==> config.mk <==
export PLATFORM = sky130hd
export DESIGN_NAME = pipeline_flow_control_flat
export DESIGN_NICKNAME = d
export VERILOG_FILES = /design/src/rtl/pipeline_flow_control_pkg.sv /design/src/rtl/pipeline_flow_control_if.sv /design/src/rtl/pipeline_flow_control_sat_counter.sv /design/src/rtl/pipeline_flow_control.sv /design/src/flat_wrapper.sv
export SDC_FILE = /design/constraint.sdc
export NUM_CORES = 1
export LEC_CHECK = 0
export ABC_CLOCK_PERIOD_IN_PS = 4850
export BUFFER_PORTS_ARGS = -buffer_cell sky130_fd_sc_hd__buf_2
export CELL_PAD_IN_SITES_DETAIL_PLACEMENT = 0
export CELL_PAD_IN_SITES_GLOBAL_PLACEMENT = 1
export CORE_MARGIN = 5
export CORE_UTILIZATION = 43
export DETAILED_ROUTE_END_ITERATION = 8
export PLACE_DENSITY_LB_ADDON = 0.1
export SLEW_MARGIN = 20
export SYNTH_ARGS = -nofsm -noshare
export SYNTH_HDL_FRONTEND = slang
export SYNTH_SLANG_ARGS = --single-unit
==> constraint.sdc <==
create_clock -name clock -period 4.85 [get_ports clock]
set_input_delay 1.455 -clock clock [delete_from_list [all_inputs] [get_ports clock]]
set_output_delay 1.455 -clock clock [all_outputs]
set_load 0.01 [all_outputs]
==> src/rtl/pipeline_flow_control_pkg.sv <==
// Shared types and constants for the pipeline flow controller: opcodes, PC-select codes and FSM states.
package pipeline_flow_control_pkg;

   localparam logic [6:0] OPCODE_LOAD     = 7'b0000011;
   localparam logic [6:0] OPCODE_MISC_MEM = 7'b0001111;
   localparam logic [6:0] OPCODE_OP_IMM   = 7'b0010011;
   localparam logic [6:0] OPCODE_STORE    = 7'b0100011;
   localparam logic [6:0] OPCODE_OP       = 7'b0110011;
   localparam logic [6:0] OPCODE_BRANCH   = 7'b1100011;
   localparam logic [6:0] OPCODE_JALR     = 7'b1100111;
   localparam logic [6:0] OPCODE_JAL      = 7'b1101111;

   localparam logic [1:0] CTL_PC_PC4     = 2'd0;
   localparam logic [1:0] CTL_PC_PC_IMM  = 2'd1;
   localparam logic [1:0] CTL_PC_RS1_IMM = 2'd2;
   localparam logic [1:0] CTL_PC_PC4_BR  = 2'd3;

   // Wide enough for BRANCH_LATENCY-2 with BRANCH_LATENCY up to 15
   localparam int LAT_CNT_W = 4;

   typedef enum logic [1:0] {RUN, WAIT, REDIRECT} flow_state_t;

   function automatic logic is_control_op(input logic valid, input logic [6:0] opcode);
      return valid && (opcode == OPCODE_BRANCH || opcode == OPCODE_JAL || opcode == OPCODE_JALR);
   endfunction

endpackage

==> src/rtl/pipeline_flow_control_if.sv <==
// Decode/fetch handshake bundle seen by the flow controller; decode is master, controller is slave.
interface pipeline_flow_control_if;
   logic       inst_valid;
   logic [6:0] inst_opcode;
   logic       take_branch;
   logic       want_stall;
   logic       pc_write_enable;
   logic       no_stall;
   logic       jump_start;
   logic       inject_bubble;
   logic [1:0] next_pc_select;
   logic       redirect_regfile_we;

   modport master (
      output inst_valid, inst_opcode, take_branch, want_stall,
      input  pc_write_enable, no_stall, jump_start, inject_bubble, next_pc_select,
             redirect_regfile_we
   );

   modport slave (
      input  inst_valid, inst_opcode, take_branch, want_stall,
      output pc_write_enable, no_stall, jump_start, inject_bubble, next_pc_select,
             redirect_regfile_we
   );
endinterface

==> src/rtl/pipeline_flow_control_sat_counter.sv <==
// Saturating up-counter with synchronous clear; holds at all-ones instead of wrapping.
module sat_counter #(
   parameter int W = 16
) (
   input  logic         clock,
   input  logic         reset,
   input  logic         enable,
   input  logic         clear,
   output logic [W-1:0] count
);

   always_ff @(posedge clock or posedge reset) begin
      if (reset)
         count <= '0;
      else if (clear)
         count <= '0;
      else if (enable && (count != '1))
         count <= count + 1'b1;
   end

endmodule

==> src/rtl/pipeline_flow_control.sv <==
// PC-write / stall / bubble / redirect sequencer with a fixed branch-resolution latency.
// Define PIPELINE_PREDICT_NT_EN to predict BRANCH not-taken and flush only when it resolves taken.
//
// state    | meaning
// RUN      | normal fetch; accepts stalls and new control transfers
// WAIT     | counting down branch-resolution latency
// REDIRECT | one cycle issuing the resolved next-PC select
module pipeline_flow_control
   import pipeline_flow_control_pkg::*;
#(
   parameter int BRANCH_LATENCY = 2,
   parameter int STALL_CNT_W    = 16
) (
   input  logic                   clock,
   input  logic                   reset,
   pipeline_flow_control_if.slave bus,
   output logic [STALL_CNT_W-1:0] stall_cycles
);

   flow_state_t          state, state_nxt;
   logic [LAT_CNT_W-1:0] cnt, cnt_nxt;
   logic [6:0]           held_op, held_op_nxt;
   logic                 pc_we, no_stall, jump_start, bubble, rf_we;
   logic [1:0]           pc_sel;
   logic                 ctl_now;

   assign ctl_now = is_control_op(bus.inst_valid, bus.inst_opcode);

   always_ff @(posedge clock or posedge reset) begin
      if (reset) begin
         state   <= RUN;
         cnt     <= '0;
         held_op <= '0;
      end else begin
         state   <= state_nxt;
         cnt     <= cnt_nxt;
         held_op <= held_op_nxt;
      end
   end

   always_comb begin
      state_nxt   = state;
      cnt_nxt     = cnt;
      held_op_nxt = held_op;
      pc_we       = 1'b1;
      no_stall    = 1'b1;
      jump_start  = 1'b0;
      bubble      = 1'b0;
      pc_sel      = CTL_PC_PC4;
      rf_we       = 1'b0;
      case (state)
         RUN: begin
            if (bus.want_stall) begin
               pc_we    = 1'b0;
               no_stall = 1'b0;
               bubble   = 1'b1;
            end else if (ctl_now) begin
               jump_start  = 1'b1;
               held_op_nxt = bus.inst_opcode;
`ifdef PIPELINE_PREDICT_NT_EN
               if (bus.inst_opcode != OPCODE_BRANCH) begin
                  pc_we    = 1'b0;
                  no_stall = 1'b0;
               end
`else
               pc_we    = 1'b0;
               no_stall = 1'b0;
`endif
               if (BRANCH_LATENCY == 1) begin
                  state_nxt = REDIRECT;
               end else begin
                  cnt_nxt   = LAT_CNT_W'(BRANCH_LATENCY - 2);
                  state_nxt = WAIT;
               end
            end
         end
         WAIT: begin
`ifdef PIPELINE_PREDICT_NT_EN
            // Predicted branch keeps fetching; only a second control op is held back
            if (held_op != OPCODE_BRANCH || ctl_now) begin
               pc_we    = 1'b0;
               no_stall = 1'b0;
               bubble   = 1'b1;
            end
`else
            pc_we    = 1'b0;
            no_stall = 1'b0;
            bubble   = 1'b1;
`endif
            if (cnt == '0)
               state_nxt = REDIRECT;
            else
               cnt_nxt = cnt - 1'b1;
         end
         REDIRECT: begin
            state_nxt = RUN;
            case (held_op)
               OPCODE_BRANCH: begin
`ifdef PIPELINE_PREDICT_NT_EN
                  if (bus.take_branch) begin
                     pc_sel = CTL_PC_PC_IMM;
                     bubble = 1'b1;
                  end else if (ctl_now) begin
                     pc_we    = 1'b0;
                     no_stall = 1'b0;
                     bubble   = 1'b1;
                  end
`else
                  pc_sel = bus.take_branch ? CTL_PC_PC_IMM : CTL_PC_PC4_BR;
`endif
               end
               OPCODE_JAL: begin
                  pc_sel = CTL_PC_PC_IMM;
                  rf_we  = 1'b1;
               end
               OPCODE_JALR: begin
                  pc_sel = CTL_PC_RS1_IMM;
                  rf_we  = 1'b1;
               end
               default: pc_sel = CTL_PC_PC4;
            endcase
         end
         default: state_nxt = RUN;
      endcase
      // Present the documented reset values regardless of what decode drives
      if (reset) begin
         pc_we      = 1'b1;
         no_stall   = 1'b1;
         jump_start = 1'b0;
         bubble     = 1'b0;
         pc_sel     = CTL_PC_PC4;
         rf_we      = 1'b0;
      end
   end

   assign bus.pc_write_enable     = pc_we;
   assign bus.no_stall            = no_stall;
   assign bus.jump_start          = jump_start;
   assign bus.inject_bubble       = bubble;
   assign bus.next_pc_select      = pc_sel;
   assign bus.redirect_regfile_we = rf_we;

   sat_counter #(.W(STALL_CNT_W)) u_stall_cnt (
      .clock  (clock),
      .reset  (reset),
      .enable (~no_stall),
      .clear  (1'b0),
      .count  (stall_cycles)
   );

endmodule
==> src/flat_wrapper.sv <==
// flat-port wrapper written by rule: the top's interface ports become plain ports
module pipeline_flow_control_flat import pipeline_flow_control_pkg::*;
#(
   parameter int BRANCH_LATENCY = 2,
   parameter int STALL_CNT_W    = 16
)
  (clock, reset, stall_cycles, bus_inst_valid, bus_inst_opcode, bus_take_branch, bus_want_stall, bus_pc_write_enable, bus_no_stall, bus_jump_start, bus_inject_bubble, bus_next_pc_select, bus_redirect_regfile_we);
  pipeline_flow_control_if bus_i ();
  input  logic clock;
  input  logic reset;
  output logic [STALL_CNT_W-1:0] stall_cycles;
  input wire logic [$bits(bus_i.inst_valid)-1:0] bus_inst_valid;
  input wire logic [$bits(bus_i.inst_opcode)-1:0] bus_inst_opcode;
  input wire logic [$bits(bus_i.take_branch)-1:0] bus_take_branch;
  input wire logic [$bits(bus_i.want_stall)-1:0] bus_want_stall;
  output wire logic [$bits(bus_i.pc_write_enable)-1:0] bus_pc_write_enable;
  output wire logic [$bits(bus_i.no_stall)-1:0] bus_no_stall;
  output wire logic [$bits(bus_i.jump_start)-1:0] bus_jump_start;
  output wire logic [$bits(bus_i.inject_bubble)-1:0] bus_inject_bubble;
  output wire logic [$bits(bus_i.next_pc_select)-1:0] bus_next_pc_select;
  output wire logic [$bits(bus_i.redirect_regfile_we)-1:0] bus_redirect_regfile_we;
  assign bus_i.inst_valid = bus_inst_valid;
  assign bus_i.inst_opcode = bus_inst_opcode;
  assign bus_i.take_branch = bus_take_branch;
  assign bus_i.want_stall = bus_want_stall;
  assign bus_pc_write_enable = bus_i.pc_write_enable;
  assign bus_no_stall = bus_i.no_stall;
  assign bus_jump_start = bus_i.jump_start;
  assign bus_inject_bubble = bus_i.inject_bubble;
  assign bus_next_pc_select = bus_i.next_pc_select;
  assign bus_redirect_regfile_we = bus_i.redirect_regfile_we;
  pipeline_flow_control #(.BRANCH_LATENCY(BRANCH_LATENCY), .STALL_CNT_W(STALL_CNT_W)) u_core (.clock(clock), .reset(reset), .bus(bus_i), .stall_cycles(stall_cycles));
endmodule
# After elaboration in Yosys (flattened, before gate mapping)
# Cells that the tools add are included.
# classes
n_addsub	2
muxes	26
n_bitwise	2
n_reduce_logical	11
n_eq_ne	13
# ops
cell	n
$eq 7x7->1 const B	6
$add 16x1->16 const B	1
$ne 16x16->1 const B	1
$mux 1	12
$mux 2	6
$mux 4	3
$pmux 4 s2	1
$pmux 2 s3	1
$reduce_and 3->1	2
$logic_not 4->1	1
$ne 2x1->1 const B	2
$ne 2x2->1 const B	2
$pmux 1 s2	2
$pmux 2 s2	1
$reduce_and 4->1	1
$sub 4x1->4 const B	1
$eq 2x1->1 const B	1
$eq 2x2->1 const B	1
$logic_and 1x1->1	2
$logic_not 2->1	1
$logic_or 1x1->1	2
$not 1->1	2
$reduce_bool 2->1	1
$reduce_or 2->1	1
# word_totals
output_inout_bits	23
register_bits	29
word_cells	58
input_bits	12

# Logic depth before layout (Yosys ltp)
# logic_depth
word_depth	10
ltp_mapped	7
mapped_depth_nobuf	7

# By module
# Synthesis repeated with hierarchy kept, for this count alone.
# hier_totals
cells_unflattened	166
area_unflattened_um2	1619.1
# by_module_without_submodules
mod	area_per_inst_um2	cells_per_inst	instances	seq_area_each_um2
sat_counter	932.1	101	1	400.4
pipeline_flow_control	686.9	65	1	325.3

# Least setup slack after synthesis
# OpenSTA, ideal clock, no wires.
# synth_timing
path_kind	input to output
startpoint	input bus_want_stall
endpoint	output bus_jump_start
required_ns	3.395
arrival_ns	2.554
n_path_buf	1
path_slack_ns	0.841
path_stages	4
cell_sequence	or3_1 nor4_1 clkbuf_1 and2_1
# synth_via
elab_chain_cells	3
# synth_lines
item	line	source
from (decl)	flat_wrapper.sv:15	input wire logic [$bits(bus_i.want_stall)-1:0] bus_want_stall;
$mux 1	pipeline_flow_control.sv:53	if (bus.want_stall) begin
$mux 1	pipeline_flow_control.sv:51	case (state)
$mux 1	pipeline_flow_control.sv:126	if (reset) begin
to (decl)	flat_wrapper.sv:18	output wire logic [$bits(bus_i.jump_start)-1:0] bus_jump_start;
# No other way between the ends.

# Worst setup path in the final report
# layout_timing
startpoint	input bus_inst_opcode[3]
endpoint	output bus_no_stall
# layout_via
elab_chain_cells	8
word_cells_on_any_way	10
classes_between	eq/ne: 3; mux: 4; reduce/logical: 3
# layout_lines
item	line	source
from (decl)	flat_wrapper.sv:13	input wire logic [$bits(bus_i.inst_opcode)-1:0] bus_inst_opcode;
$eq 7x7->1	pipeline_flow_control_pkg.sv:24	return valid && (opcode == OPCODE_BRANCH || opcode == OPCODE_JAL || opcode == OPCODE_JALR);
$logic_or 1x1->1	pipeline_flow_control_pkg.sv:24	
$logic_or 1x1->1 (*)	pipeline_flow_control_pkg.sv:24	
$logic_and 1x1->1 (*)	pipeline_flow_control_pkg.sv:24	
$mux 1 (*)	pipeline_flow_control.sv:57	end else if (ctl_now) begin
$mux 1 (*)	pipeline_flow_control.sv:53	
$pmux 1 s2 (*)	pipeline_flow_control.sv:51	
$mux 1 (*)	pipeline_flow_control.sv:126	
to (decl)	flat_wrapper.sv:17	output wire logic [$bits(bus_i.no_stall)-1:0] bus_no_stall;
# Mark *: on every way between the ends. The rest lies on a longest branch, timed or not.

==> metrics.csv <==
stage,metric,value,unit
clocking,CTS H-tree lvls,2,
routing,DRT iter0 DRCs,90,
critical_path,Critical Path Source Type,input pin,
synthesis,dominant cells by area after synthesis,"dfrtp_1 51%, xor2_1 6.1%, xnor2_1 3.7%",
critical_path,cells on worst reg2reg path,5,
routing,routed len/inst,12.9,um
placed_design,placed instance count,214,
synthesis,top cell type's share of synthesized area,50.9,%
global_routing,vias in the first global route,1128,
global_routing,largest net degree at the start of global routing,30,
placed_design,dpl hpwl,2.11,mm
synthesis,syn_nets,150,
sta,final hold viol count,0,
routing,ANT nets after route,0,
pwr,Peak VDD IR,0.000229,V
die,Die W,67.6,um
clocking,Max clock buf depth,2,
worst_hold_path,Hold Path Cell Cnt,1,
clocking,setup bufs post-CTS,0,
finish,synth-to-layout area growth,19.1,%
sta,period utilization,80.3,%
synthesis,Yosys reg bits,29,
pwr,LEAKAGE,0.865,nW
sta,Clock Skew,0.0118,ns
run_status,status,finished clean,
clocking,post-cts sizing count,0,
critical_path,WP data required,3.39,ns
sta,setup TNS,0,ns
finish,layout cell share with drive strength beyond 1,33.0,%
clocking,CTS Root Buffer Type,clkbuf_4,
worst_hold_path,Hold Path Class,reg2reg,
sta,fin. max-slew vios,0,
finish,# diodes,0,
routing,via/cell ratio,4.98,
finish,fill count,314,
clocking,Post-CTS Hold Buffers,0,
synthesis,gate count of the mapped netlist,135,
sta,Fmax achieved,257,MHz
global_routing,first-pass GRT wire length,5.02,mm
critical_path,Critical Path Fanout Max,5,
synthesis,Synth Area per Inst,10.6,um2
clocking,# clock sinks,29,
routing,DRC,0,
sta,RSZ-0062 raised after global routing,false,
pwr,power consumption,0.699,mW
finish,final non-filler cell total,222,
critical_path,Critical Path AT,2.44,ns
synthesis,most numerous cell in the Yosys netlist,dfrtp_1,
global_routing,gr usage total,14.6,%
die,# IOs,35,
die,die height,67.6,um
global_routing,antenna violations before repair,0,
finish,Reg area,726,um2
clocking,Clock Pin Slew Worst Setup and Hold Paths,0.09,ns
critical_path,kind of critical path,in2out,
clocking,CTS tree,yes,
finish,final core utilization,51.7,%
clocking,worst skew pair latency,0.32,ns
routing,via count,1106,
synthesis,Synth Cell Area,1430,um2
finish,Multi-input gate area,643,um2
synthesis,sequential share of the synthesized area,50.9,%
sta,Slew @ Worst Pin,0.374,ns
pwr,pwr/cell area,412,nW/um2
placed_design,area of placed instances,1650,um2
synthesis,top post-synthesis cells by count,"29 x dfrtp_1, 11 x nor2_1, 10 x xor2_1",
flow_run,max-cap violations,0,
synthesis,Post-synth EDFFs,0,
clocking,Num CTS Buffers,5,
routing,DRT Pass-1 Iters,4,
synthesis,asr flop ratio synth,100,%
global_routing,GRT overflow,0,
synthesis,Yosys Warn Count,0,
placed_design,routability cong.,0.756,
finish,nets@finish,190,
sta,normalized max-slew margin,74.7,%
die,Core Rows,21,
placed_design,Buffers on Ports,34,
routing,Total Routed Length,2.86,mm
critical_path,CP Capture Type,output pin,
finish,fin area,1700,um2
die,initial core utilization,43.4,%
die,Core Box Area,3280,um2
sta,final setup fails,0,
sta,post-layout min period,3.89,ns
synthesis,Yosys top cell by area,dfrtp_1,
die,die area,4570,um2
synthesis,synth unique cells,37,
synthesis,Post-synth top flop,dfrtp_1,
critical path, stage by stage:
cell,delay [ns]
buf_2,0.10
nor2b_1,0.15
o31ai_2,0.28
and2_2,0.24
inv_1,0.07
buf_2,0.14
through the flow:
step                setup slack (ns)  hold WS (ns)
floorplan                      0.841         0.430
finish                         0.956         0.469
global route                   0.860         0.495
CTS                            0.941         0.474
global placement               0.965         0.457
detailed placement             0.942         0.447
power breakdown:
group          switching, mW  total [mW]  internal, mW
Clock                 0.0824       0.138        0.0551
Sequential            0.0643       0.363         0.299
Combinational          0.102       0.198        0.0958
metal layers:
layer  track usage, %  wire [um]
met1             19.2       1340
met2             22.4       1320
met3             5.16        175
met4             4.56         28
met5                0          0
logic make-up (layout without fill, tap and decap cells):
group / after synthesis / after routing / synth area share [%]
flops: 29 / 29 / 50.9
xor+xnor: 16 / 16 / 9.83
fa+ha+maj: 3 / 3 / 2.63
compound gates: 7 / 7 / 3.78
simple gates: 64 / 64 / 25.8
buf+inv: 12 / 53 / 3.95
mux: 4 / 4 / 3.07
layout make-up:
type | instances | area share [%]
clock buffers | 6 | 2.43
clock inverters | 2 | 0.590
inverters | 9 | 1.99
multi-input cells | 94 | 37.9
flip-flops and latches | 29 | 42.8
well taps | 46 | 3.39
repair buffers | 36 | 10.9
worst paths after layout:
kind,startpoint,slack [ns],to
worst max-delay path,bus_inst_opcode[3],0.96,bus_no_stall
worst min-delay path,u_core.held_op[5],0.47,u_core.held_op[5]
worst max register to register,u_core.u_stall_cnt.count[0],2.80,u_core.u_stall_cnt.count[1]
worst min register to register,u_core.held_op[5],0.47,u_core.held_op[5]
max in group asynchronous,reset,3.33,u_core.u_stall_cnt.count[1]
min in group asynchronous,reset,1.24,u_core.held_op[0]
sequential cells by signal (all words and copies together), names as in the netlist:
register / cells
u_core.u_stall_cnt.count: 16
u_core.state: 2
u_core.held_op: 7
u_core.cnt: 4
cells in the final DEF, fill, tap and decap left out, types with 2 or more instances in the layout:
cell type  count
buf_2         34
dfrtp_1       29
nor2_1        11
xor2_1        10
inv_1          9
nand3_1        8
nor3_1         8
nand2_1        7
xnor2_1        6
or2_2          6
nand4_1        5
clkbuf_4       5
nor4_1         4
nor2b_1        3
mux2_2         3
ha_1           3
clkinv_2       2
buf_4          2
Power figures use the tool's default switching activity.
